$ cat config.mk
export PLATFORM = sky130hd
export DESIGN_NAME = branch_update_sched
export DESIGN_NICKNAME = d
export VERILOG_FILES = /design/src/rtl/branch_pkg.sv /design/src/rtl/bupd_fifo.sv /design/src/rtl/branch_update_sched.sv
export SDC_FILE = /design/constraint.sdc
export NUM_CORES = 1
export LEC_CHECK = 0
export CORE_UTILIZATION = 57
export DETAILED_ROUTE_END_ITERATION = 6
export GPL_TIMING_DRIVEN = 0
export PLACE_DENSITY_LB_ADDON = 0.15
export SLEW_MARGIN = 30
export SYNTH_ARGS = -nofsm -noshare
export SYNTH_HDL_FRONTEND = slang
export SYNTH_SLANG_ARGS = --single-unit
$ cat constraint.sdc
create_clock -name clk -period 7.5 [get_ports clk]
set_clock_uncertainty 0.2 [all_clocks]
set_input_delay 1.5 -clock clk [delete_from_list [all_inputs] [get_ports clk]]
set_output_delay 1.5 -clock clk [all_outputs]
set_load 0.02 [all_outputs]
$ cat src/rtl/branch_pkg.sv
// Shared types and table-geometry defaults for the branch update scheduler,
// the branch predictor and the BTB.
package branch_pkg;

    localparam int BUPD_ADDR_WIDTH  = 32;
    localparam int BUPD_CACHE_LINES = 64;

    typedef struct packed {
        logic [BUPD_ADDR_WIDTH-1:0] pc;
        logic                       taken;
        logic [BUPD_ADDR_WIDTH-1:0] trgt;
    } bupd_rec_t;

    typedef enum logic [1:0] {
        IDLE,
        DRAIN,
        CLEAR
    } bupd_state_t;

endpackage

$ cat src/rtl/bupd_fifo.sv
// Circular FIFO of resolved-branch records with wrap-bit pointers.
// Build option BUPD_COALESCE_EN merges a push into the newest entry when the PCs match.
module bupd_fifo
    import branch_pkg::*;
#(
    parameter int ADDR_WIDTH = BUPD_ADDR_WIDTH,
    parameter int DEPTH      = 4
) (
    input  logic                      clk,
    input  logic                      rst,
    input  logic                      push_i,
    input  logic [ADDR_WIDTH-1:0]     push_pc_i,
    input  logic                      push_taken_i,
    input  logic [ADDR_WIDTH-1:0]     push_trgt_i,
    input  logic                      pop_i,
    output logic                      merge_o,
    output logic                      empty_o,
    output logic                      full_o,
    output logic [$clog2(DEPTH):0]    count_o,
    output logic [ADDR_WIDTH-1:0]     head_pc_o,
    output logic                      head_taken_o,
    output logic [ADDR_WIDTH-1:0]     head_trgt_o
);

    localparam int PW = $clog2(DEPTH);
    localparam logic [PW:0] PTR_ONE = (PW+1)'(1);

    logic [PW:0]           wr_q, wr_d;
    logic [PW:0]           rd_q, rd_d;
    logic [PW:0]           count;
    logic [ADDR_WIDTH-1:0] pc_mem_q   [DEPTH];
    logic                  taken_mem_q[DEPTH];
    logic [ADDR_WIDTH-1:0] trgt_mem_q [DEPTH];

    assign count   = wr_q - rd_q;
    assign count_o = count;
    assign empty_o = (count == '0);
    assign full_o  = (count == (PW+1)'(DEPTH));

    assign head_pc_o    = pc_mem_q[rd_q[PW-1:0]];
    assign head_taken_o = taken_mem_q[rd_q[PW-1:0]];
    assign head_trgt_o  = trgt_mem_q[rd_q[PW-1:0]];

`ifdef BUPD_COALESCE_EN
    logic [PW-1:0] tail_idx;
    assign tail_idx = wr_q[PW-1:0] - PW'(1);
    // A lone entry that is leaving this cycle cannot absorb the push.
    assign merge_o  = !empty_o && (pc_mem_q[tail_idx] == push_pc_i)
                      && !(pop_i && count == PTR_ONE);
`else
    assign merge_o  = 1'b0;
`endif

    // NOTE: every variable written in always_comb gets a default first so no latch is inferred.
    always_comb begin
        wr_d = wr_q;
        rd_d = rd_q;
        if (push_i && !merge_o) wr_d = wr_q + PTR_ONE;
        if (pop_i)              rd_d = rd_q + PTR_ONE;
    end

    always_ff @(posedge clk or posedge rst) begin
        if (rst) begin
            wr_q <= '0;
            rd_q <= '0;
        end else begin
            wr_q <= wr_d;
            rd_q <= rd_d;
        end
    end

    // NOTE: storage is not reset; the pointers alone decide which entries are valid.
    always_ff @(posedge clk) begin
        if (push_i) begin
`ifdef BUPD_COALESCE_EN
            if (merge_o) begin
                taken_mem_q[tail_idx] <= push_taken_i;
                trgt_mem_q[tail_idx]  <= push_trgt_i;
            end else
`endif
            begin
                pc_mem_q[wr_q[PW-1:0]]    <= push_pc_i;
                taken_mem_q[wr_q[PW-1:0]] <= push_taken_i;
                trgt_mem_q[wr_q[PW-1:0]]  <= push_trgt_i;
            end
        end
    end

endmodule

$ cat src/rtl/branch_update_sched.sv
// Sole writer of the branch predictor and BTB: drains queued branch updates and runs the
// full-table invalidate sweep. Build option BUPD_COALESCE_EN enables same-PC coalescing.
module branch_update_sched
    import branch_pkg::*;
#(
    parameter int ADDR_WIDTH  = BUPD_ADDR_WIDTH,
    parameter int CACHE_LINES = BUPD_CACHE_LINES,
    parameter int QUEUE_DEPTH = 4
) (
    input  logic                           clk,
    input  logic                           rst,
    input  logic                           upd_valid_i,
    output logic                           upd_ready_o,
    input  logic [ADDR_WIDTH-1:0]          upd_pc_i,
    input  logic                           upd_taken_i,
    input  logic [ADDR_WIDTH-1:0]          upd_trgt_i,
    input  logic                           stall_i,
    input  logic                           clear_req_i,
    output logic                           clear_busy_o,
    output logic                           bp_we_o,
    output logic [ADDR_WIDTH-1:0]          bp_pc_o,
    output logic                           bp_taken_o,
    output logic                           btb_we_o,
    output logic [ADDR_WIDTH-1:0]          btb_addr_o,
    output logic [ADDR_WIDTH-1:0]          btb_data_o,
    output logic                           inv_we_o,
    output logic [$clog2(CACHE_LINES)-1:0] inv_idx_o,
    output logic [$clog2(QUEUE_DEPTH):0]   count_o
);

    localparam int IW = $clog2(CACHE_LINES);
    localparam int CW = $clog2(QUEUE_DEPTH) + 1;
    localparam logic [IW-1:0] LAST_IDX = IW'(CACHE_LINES - 1);

    bupd_state_t           state_q;
    logic [IW-1:0]         inv_idx_q;
    logic                  push, pop, merge, empty, full, bp_we, drained;
    logic [CW-1:0]         count;
    logic [ADDR_WIDTH-1:0] head_pc, head_trgt;
    logic                  head_taken;

    bupd_fifo #(
        .ADDR_WIDTH (ADDR_WIDTH),
        .DEPTH      (QUEUE_DEPTH)
    ) u_fifo (
        .clk          (clk),
        .rst          (rst),
        .push_i       (push),
        .push_pc_i    (upd_pc_i),
        .push_taken_i (upd_taken_i),
        .push_trgt_i  (upd_trgt_i),
        .pop_i        (pop),
        .merge_o      (merge),
        .empty_o      (empty),
        .full_o       (full),
        .count_o      (count),
        .head_pc_o    (head_pc),
        .head_taken_o (head_taken),
        .head_trgt_o  (head_trgt)
    );

    assign upd_ready_o = (state_q != CLEAR) && (!full || merge);
    assign push        = upd_valid_i && upd_ready_o;
    assign bp_we       = (state_q == DRAIN) && !empty && !stall_i;
    assign pop         = bp_we;
    assign drained     = !push && (empty || (pop && count == CW'(1)));

    // Write data is forced to zero whenever its strobe is low.
    assign bp_we_o    = bp_we;
    assign bp_pc_o    = bp_we ? head_pc : '0;
    assign bp_taken_o = bp_we && head_taken;
    assign btb_we_o   = bp_we && head_taken;
    assign btb_addr_o = (bp_we && head_taken) ? head_pc : '0;
    assign btb_data_o = (bp_we && head_taken) ? head_trgt : '0;

    assign inv_we_o     = (state_q == CLEAR);
    assign clear_busy_o = (state_q == CLEAR);
    assign inv_idx_o    = inv_idx_q;
    assign count_o      = count;

    // inv_idx_q is held at zero outside the sweep, so entering CLEAR needs no reload.
    always_ff @(posedge clk or posedge rst) begin
        if (rst) begin
            state_q   <= IDLE;
            inv_idx_q <= '0;
        end else begin
            unique case (state_q)
                IDLE: begin
                    if (clear_req_i)        state_q <= CLEAR;
                    else if (push || !empty) state_q <= DRAIN;
                end
                DRAIN: begin
                    if (clear_req_i)  state_q <= CLEAR;
                    else if (drained) state_q <= IDLE;
                end
                CLEAR: begin
                    if (inv_idx_q == LAST_IDX) begin
                        state_q   <= IDLE;
                        inv_idx_q <= '0;
                    end else begin
                        inv_idx_q <= inv_idx_q + IW'(1);
                    end
                end
                default: state_q <= IDLE;
            endcase
        end
    end

endmodule

==> flow_summary.toml, run 1 <==
[outcome]
status = "finished clean"

[timing]
slew_headroom_pct = 56.3
tns_ps = 0
rsz0062_at_grt = "false"
layout_setup_ws_ps = 1950
tightestPinTransition_ps = 656
drv_slew = 0
max_freq_mhz = 180
min_period_ps = 5550
hold_violations = 0
finalCritPeriodShare_pct = 74.1
setup_viol = 0

[finish]
drive_gt1_share_pct = 16.8
syn2layout_area_growth_pct = 28.2
final_cells = 1000
final_nets = 826
final_cell_area_um2 = 14000
final.fill_count = 1107
fin_util_pct = 74.7

[floorplan]
initial_core_util_pct = 58.3
die_area_um2 = 19700
fp.dieW_um = 140
die_h_um = 140
io_pins = 181
num_rows = 50
coreArea_um2 = 18700

[routing]
drc_errors = 0
wl_um = 21000
wl_per_cell_um = 21.0
vias_per_cell = 5.60
vias = 5599
first_iter_violations = 315
dr.pass1.iters = 4
postRouteAntennaNets = 0

[worst_setup_path]
required_ps = 5800
end_kind = "output pin"
reg2regPathDepth = 7
path_cells = "clkdlybuf4s50_1 > nor3b_1 > o21a_2 > clkbuf_1 > and2_1 > clkdlybuf4s50_1"
cp_slowest_cell = "clkdlybuf4s50_1"
r2r-start = "u_fifo.wr_q[0]"
critPathMaxFanout = 10
timing.critical_path.to = "bp_pc_o[16]"
timing.rr.end = "u_fifo.trgt_mem_q[3][12]"
critical_path_arrival_ps = 3850
cp_common_cell = "clkdlybuf4s50_1"
r2r_slack_ps = 4360
critPathLaunchType = "input port"
critical_path_class = "input port to output pin"
cp_slowest_stage_delay_ps = 610
startpoint = "stall_i"

[synth]
synth-simple-area-share_pct = 6.81
syn_nets = 612
synthCells = 534
synth-seq-cells = 274
synthMuxAreaShare_pct = 13.8
async_flop_share_pct = 5.11
synth_compound_area_share_pct = 1.06
syn_avg_cell_area_um2 = 20.4
synth_xor_area_share_pct = 0.711
ys_seq_area_share_pct = 74.8
ys.flop_type = "edfxtp_1"
synth_edf_count = 260
synth_area_um2 = 10900
synth_cell_types = 40
synth_top_family_by_area = "multiplexers"
synthAdderAreaFrac_pct = 0.987
ys_warn_count = 0

[clocking]
cts_root_buffer = "clkbuf_16"
cts.path.max_buffers = 3
cts_tree = "yes"
clk_latency_ps = 510
h-tree-depth = 1
cts_sinks = 274
clkTransAtPathRegs_ps = 60
numCtsBuffers = 27
postCtsSetupRepairBufs = 0
ctsHoldBuffers = 0
cts_resized = 0

[placed_design]
gp_congestion = 0.821
port_buffers = 180
pre_cts_slack_ps = 1950
dp_cells = 953
dpl.hpwl_um = 13400
placed_cell_area_um2 = 13100

[global_routing]
grt_antenna_before_repair = 0
grt_pass1_vias = 5951
grt_max_degree = 39
grt_overflow_total = 0
grt_util_all_layers_pct = 22.3
grt_pass1_wl_um = 32900

[worst_hold_path]
hp-class = "register to register"

[power_and_ir_drop]
p_leak_uw = 0.00458
ir_worst_vdd_mv = 0.229
powerDensity_nw_per_um2 = 349

[run]
drv_cap = 0
layout make-up:
cell class                      instances  area, µm²  area share [%]
Antenna cell                            2       5.00          0.0358
Buffer                                 26        160            1.15
Clock buffer                           35        706            5.05
Clock inverter                         10        145            1.04
Inverter                               12       45.0           0.322
Multi-Input combinational cell        222       2560            18.3
Sequential cell                       274       8160            58.4
Tap cell                              234        293            2.09
Timing Repair Buffer                  185       1900            13.6
Yosys cell counts, types with 2 or more instances:
master      n  share of area (%)
edfxtp_1  260                 72
mux4_2     65                 13
nor2b_1    64                3.7
and2_1     33                1.9
dfrtp_1    14                3.2
inv_1      11               0.38
nand2_1    10               0.34
buf_2       8               0.37
clkbuf_1    7               0.24
ha_1        7               0.80
buf_6       5               0.52
xnor2_1     5               0.40
and3_1      4               0.23
buf_4       4               0.28
o21ai_0     4               0.18
a21oi_1     3               0.14
nor2_1      3               0.10
a211o_1     2               0.16
buf_1       2              0.069
nor3b_1     2               0.14
o41ai_1     2               0.16
where the power goes:
part | internal (µW) | leakage (µW) | switching (µW) | total [µW]
Clock | 792 | 0.000413 | 527 | 1320
Sequential | 1980 | 0.00253 | 94.8 | 2080
Combinational | 735 | 0.00164 | 747 | 1480
Total | 3510 | 0.00458 | 1370 | 4880
how the worst min path moves through the flow:
stage / cells past startpoint / to / from
floorplan: 1 / u_fifo.wr_q[2] / u_fifo.wr_q[2]
global placement: 1 / inv_idx_o[5] / inv_idx_o[5]
detailed placement: 1 / inv_idx_o[5] / inv_idx_o[5]
CTS: 1 / u_fifo.wr_q[2] / u_fifo.wr_q[2]
global route: 1 / u_fifo.wr_q[2] / u_fifo.wr_q[2]
finish: 1 / inv_idx_o[5] / inv_idx_o[5]
cell families (layout without fill, tap and decap cells):
| kind of cell | after synthesis | after routing |
|---|---|---|
| fa+ha+maj | 8 | 8 |
| mux | 68 | 68 |
| simple gates | 123 | 123 |
| xor+xnor | 7 | 7 |
| buf+inv | 38 | 268 |
| other cells | 0 | 2 |
| compound gates | 16 | 16 |
| flops | 274 | 274 |
state kept, by name (all words and copies together) (netlist names):
| name | flops |
|---|---|
| u_fifo.taken_mem_q | 4 |
| u_fifo.wr_q | 3 |
| state_q | 2 |
| inv_idx_o | 6 |
| u_fifo.pc_mem_q | 128 |
| u_fifo.rd_q | 3 |
| u_fifo.trgt_mem_q | 128 |
per-layer routing:
layer / track usage, % / routed length (µm)
met2: 37.6 / 10700
met1: 29.6 / 8550
met4: 7.17 / 488
met3: 4.44 / 1280
met5: 0 / 0
critical path, delay by kind of cell:
| family | cells | cell delay [ps] |
|---|---|---|
| and+or+nand+nor | 2 | 570 |
| AOI/OAI and AO/OA | 1 | 360 |
| buffers and inverters | 3 | 1420 |
cells in the final DEF, fill, tap and decap left out, types with 2 or more instances in the layout:
cell             instances
nor3b_1                  2
buf_1                    2
inv_1                   11
buf_12                   5
buf_6                    5
o21ai_0                  4
buf_2                    8
nor2b_1                 64
clkinv_2                 2
diode_2                  2
ha_1                     7
a211o_1                  2
edfxtp_1               260
clkinv_1                 5
buf_4                    4
and3_4                   4
and2_1                  33
nor2_1                   3
xnor2_1                  5
clkbuf_1                15
clkbuf_16               27
o41ai_1                  2
dfrtp_1                 14
nand2_1                 10
clkdlybuf4s50_1        180
a21oi_1                  3
bufinv_16                4
mux4_2                  65
metrics by stage:
step           hold WS [ps]  power [µW]
5_1_grt                 363        5100
3_5_place_dp            338        3610
2_1_floorplan           293        3100
4_1_cts                 347        4930
6_report                346        4880
3_3_place_gp            297        3550
(Power assumes the default switching activity.)
==> run 2: changes to the inputs <==
- CORE_UTILIZATION: 57 -> 48
- clock period: 7.5 -> 4.93 ns (I/O delays scaled with it)
==> run 2 against run 1 <==
The flow now finishes with violations (DRC). Critical endpoint is now btb_we_o. Via count decreased by 0.59%. Clock power increased by 51%. Hold slack worse by 6.4 ps.
==> flow_summary.toml, run 2 (synthesis gave the netlist of run 1 again) <==
[outcome]
status = "finished, violations left"
violations = "DRC"

[global_routing]
grt_pass1_wl_um = 32900
grt_antenna_before_repair = 0
grt_util_all_layers_pct = 18.6
grt_overflow_total = 0
grt_max_degree = 37
grt_pass1_vias = 5934

[worst_hold_path]
min_from = "inv_idx_o[5]"
hp-class = "register to register"

[clocking]
h-tree-depth = 1
cts.path.max_buffers = 3
cts_sinks = 274
ctsHoldBuffers = 0
cts_tree = "yes"
clkTransAtPathRegs_ps = 60
numCtsBuffers = 28
clk_latency_ps = 520
cts_root_buffer = "clkbuf_16"

[power_and_ir_drop]
powerDensity_nw_per_um2 = 528
p_leak_uw = 0.00460
totalPowerFinal_uw = 7420
ir_worst_vdd_mv = 0.340

[floorplan]
num_rows = 54
coreArea_um2 = 22000
fp.dieW_um = 153
die_area_um2 = 23300
io_pins = 181
initial_core_util_pct = 49.5
die_h_um = 153

[worst_setup_path]
startpoint = "u_fifo.wr_q[0]"
critPathLaunchType = "register"
required_ps = 3740
critPathMaxFanout = 10
critical_path_arrival_ps = 3520
critical_path_class = "register to output pin"
r2r-start = "u_fifo.wr_q[0]"
end_kind = "output pin"

[finish]
insertedDiodeCount = 0
mostFrequentLayoutCells = "260 x edfxtp_1, 180 x clkdlybuf4s50_1, 65 x mux4_2"
final_cell_area_um2 = 14100
final_nets = 826
layout_commonest_cell = "edfxtp_1"
drive_gt1_share_pct = 17.7
syn2layout_area_growth_pct = 29.0

[timing]
setup_viol = 0
hold_violations = 0
max_freq_mhz = 212
drv_slew = 0
rsz0062_at_grt = "false"
tightestPinTransition_ps = 681
finalCritPeriodShare_pct = 95.5
slew_headroom_pct = 54.6
min_period_ps = 4710

[placed_design]
port_buffers = 180
dpl.hpwl_um = 13500
placed_cell_area_um2 = 13200
gp_congestion = 0.836

[routing]
first_iter_violations = 309
wl_per_cell_um = 20.1
vias = 5566
wl_um = 21200
drc_errors = 9
postRouteAntennaNets = 0
vias_per_cell = 5.30
dr.pass1.iters = 7

[run]
drv_cap = 0
[run 2: changes by cell type in the layout (fill, tap and decap cells not counted), moves of 2 or more]
cell and change:
clkinvlp_4 +2, clkinv_2 +3, buf_12 -5, buf_16 +4, bufinv_16 -2, clkinv_4 +2
diode_2 -2, clkbuf_1 -3, clkbuf_2 +2
[run 2: worst paths after layout]
| kind | endpoint | slack (ps) | cells after the start |
|---|---|---|---|
| min in group asynchronous | inv_idx_o[0] | 640 | 2 |
| max | btb_we_o | 220 | 9 |
| max in group asynchronous | u_fifo.rd_q[1] | 3530 | 2 |
| min | inv_idx_o[5] | 340 | 1 |
| max reg2reg | u_fifo.pc_mem_q[3][7] | 1850 | 7 |
| min reg2reg | inv_idx_o[5] | 340 | 1 |
[run 2: worst max-delay path: stages, from the launching register on]
cell and delay [ps]:
dfrtp_1 420, inv_1 110, ha_1 210, fa_1 450, xor3_2 340, o211ai_1 240, buf_1 440, inv_1 110
buf_4 150, clkdlybuf4s50_1 520
[run 2: metal layers]
layer  up-vias  GRT usage [%]  wire (µm)
met5         -              0          0
met2       169           33.0      11000
met3        40           3.73       1150
met1      2815           23.6       8520
li1       2542              -          -
met4         0           4.57        451
[run 2: stage by stage]
stage                     TNS (ps)  util, %  hold WS (ps)  setup slack [ps]  instances
after floorplan                  0        -           293              1150        534
after detailed placement         0     59.9           322               328        998
final                            0     63.9           339               222       1050
after global routing             0     63.9           368              18.4       1050
after CTS                        0     63.9           328               143       1050
after global placement      -90400     59.3           295              -358        994
[run 2: power by group]
group          switching (µW)  internal [µW]
Combinational            1160           1130
Sequential                138           3020
Clock                     832           1150
[run 2: area by class of cell]
type,instances,area (µm²)
Inverter,12,45.0
Buffer,26,163
Clock inverter,17,153
Timing Repair Buffer,184,1910
Clock buffer,35,727
Sequential cell,274,8160
Multi-Input combinational cell,222,2560
Fill cell,1537,7960
Tap cell,280,350
[run 2: repair_timing]
item                                    4_1_cts  5_1_grt
endpoints found under the setup margin        0        7
buffers inserted                              0        0
resized for setup                             0        4
==> RTL edit: new RTL, config.mk and constraints of run 1 <==
The option `BUPD_COALESCE_EN` is turned on by a define.
--- a/src/rtl/bupd_fifo.sv
+++ b/src/rtl/bupd_fifo.sv
@@ -1,5 +1,7 @@
 // Circular FIFO of resolved-branch records with wrap-bit pointers.
 // Build option BUPD_COALESCE_EN merges a push into the newest entry when the PCs match.
+`define BUPD_COALESCE_EN
+
 module bupd_fifo
     import branch_pkg::*;
 #(
Behaviour: not the same (Yosys sat finds a counterexample within 4 cycles, from zero or initial values and one cycle with rst high).
==> RTL edit against run 1 <==
- sequential cell count is the same
- routed wire length up 34%
- total power increased by 23%
- core utilization up 0.98 points
- maximum frequency down 23%
- synthesized area increased by 9.9%
- design area grew 11%
- final cell count is 15% higher
- worst setup slack worse by 1.7 ns
- first-iteration DRC count grew 27%
- critical path depth grew 6
- critical path type is now flip-flop to primary output
- largest cell class unchanged
- largest power group is now combinational logic
==> RTL edit: results (changes against run 1) <==
stage;metric;value;unit;change
power_and_ir_drop;Clk power;1.50;mW;was 1.32 mW
power_and_ir_drop;Pleak;5.26;nW;was 4.58 nW
drt;routed via count;6987;;was 5599
grt;met1 usage;34.7;%;was 29.6%
status;status;finished, final reports clean;;unchanged
sta;Fin Hold WS;0.302;ns;was 0.346 ns
final_layout;layout cells sized above 1;20.0;%;was 16.8%
grt;met3 usage;5.19;%;was 4.44%
sta;Max-slew headroom;40.9;%;was 56.3%
drt;met1 WL;11.0;mm;was 8.55 mm
grt;met2 Use GR;45.7;%;was 37.6%
synth;Syn Area/Cell;18.9;sq um;was 20.4 sq um
drt;DR WL met3;2.05;mm;was 1.28 mm
grt;total track usage;26.7;%;was 22.3%
synth;top cells by count, synth;260 x edfxtp_1, 95 x mux4_2, 68 x and3_1;;was 260 x edfxtp_1, 65 x mux4_2, 64 x nor2b_1
power_and_ir_drop;internal power;4.04;mW;was 3.51 mW
placed_design;Placed Cells;1095;;was 953
hold_path;Hold EP;state_q[0];;was inv_idx_o[5]
placed_design;Detail Placement HPWL;18.9;mm;was 13.4 mm
drt;Initial DRC Count;401;;was 315
drt;average wire per standard cell;24.6;um;was 21.0 um
clock_tree;Clk Latency, worst-skew pair;0.54;ns;was 0.51 ns
drt;routed wl met2;14.4;mm;was 10.7 mm
synth;top cells by area, synth;edfxtp_1 65%, mux4_2 18%, and3_1 3.5%;;was edfxtp_1 72%, mux4_2 13%, nor2b_1 3.7%
synth;count of different cell masters after synthesis;35;;was 40
drt;Vias/cell;6.09;;was 5.60
power_and_ir_drop;VDD IR max;0.219;mV;was 0.229 mV
critical_path;flop-to-flop setup slack;1.89;ns;was 4.36 ns
clock_tree;CTS resizes;1;;was 0
critical_path;reg2reg start;u_fifo.wr_q[0];;unchanged
hold_path;hold wc startpoint;state_q[1];;was inv_idx_o[5]
## RTL edit: through the flow
stage | setup slack, ns | power, mW
finish | 0.284 | 6.00
global route | 0.0407 | 6.25
CTS | 0.0281 | 6.03
detailed placement | 0.386 | 4.51
global placement | -0.107 | 4.35
floorplan | 1.92 | 3.66
## RTL edit: kinds of logic (layout without fill, tap and decap cells)
group           count (synthesis)  after routing  synth area share (%)
compound gates                 18             18                  1.00
xor+xnor                       42             42                  3.07
fa+ha+maj                       8              8                 0.898
buf+inv                        53            295                  1.83
flops                         274            274                  68.1
mux                           100            100                  18.3
other cells                     0              2                     0
simple gates                  139            139                  6.89
## RTL edit: layout make-up
class,instances,area [sq um]
Antenna cell,2,5.00
Inverter,11,41.3
Tap cell,270,338
Multi-Input combinational cell,307,3680
Fill cell,1185,4960
Buffer,41,181
Timing Repair Buffer,191,2050
Clock inverter,22,287
Sequential cell,274,8160
Clock buffer,30,729
## RTL edit: how the worst max path moves through the flow
stage	startpoint	endpoint	slack (ns)	cells after the start
after floorplan	u_fifo.wr_q[0]	btb_we_o	1.92	14
after global placement	u_fifo.wr_q[0]	btb_we_o	-0.11	15
after detailed placement	u_fifo.wr_q[0]	btb_we_o	0.39	15
after CTS	u_fifo.wr_q[0]	upd_ready_o	0.03	13
after global routing	u_fifo.wr_q[0]	btb_we_o	0.04	14
final	u_fifo.wr_q[0]	btb_data_o[0]	0.28	12
## RTL edit: worst max-delay path, stage by stage (launching register included)
cell	delay, ns
dfrtp_1	0.50
buf_2	0.39
buf_2	0.32
inv_1	0.22
ha_1	0.25
fa_1	0.39
xnor2_1	0.32
xnor2_2	0.22
o31ai_4	0.62
inv_1	0.51
clkbuf_1	0.41
and3_1	0.26
clkdlybuf4s50_1	0.55
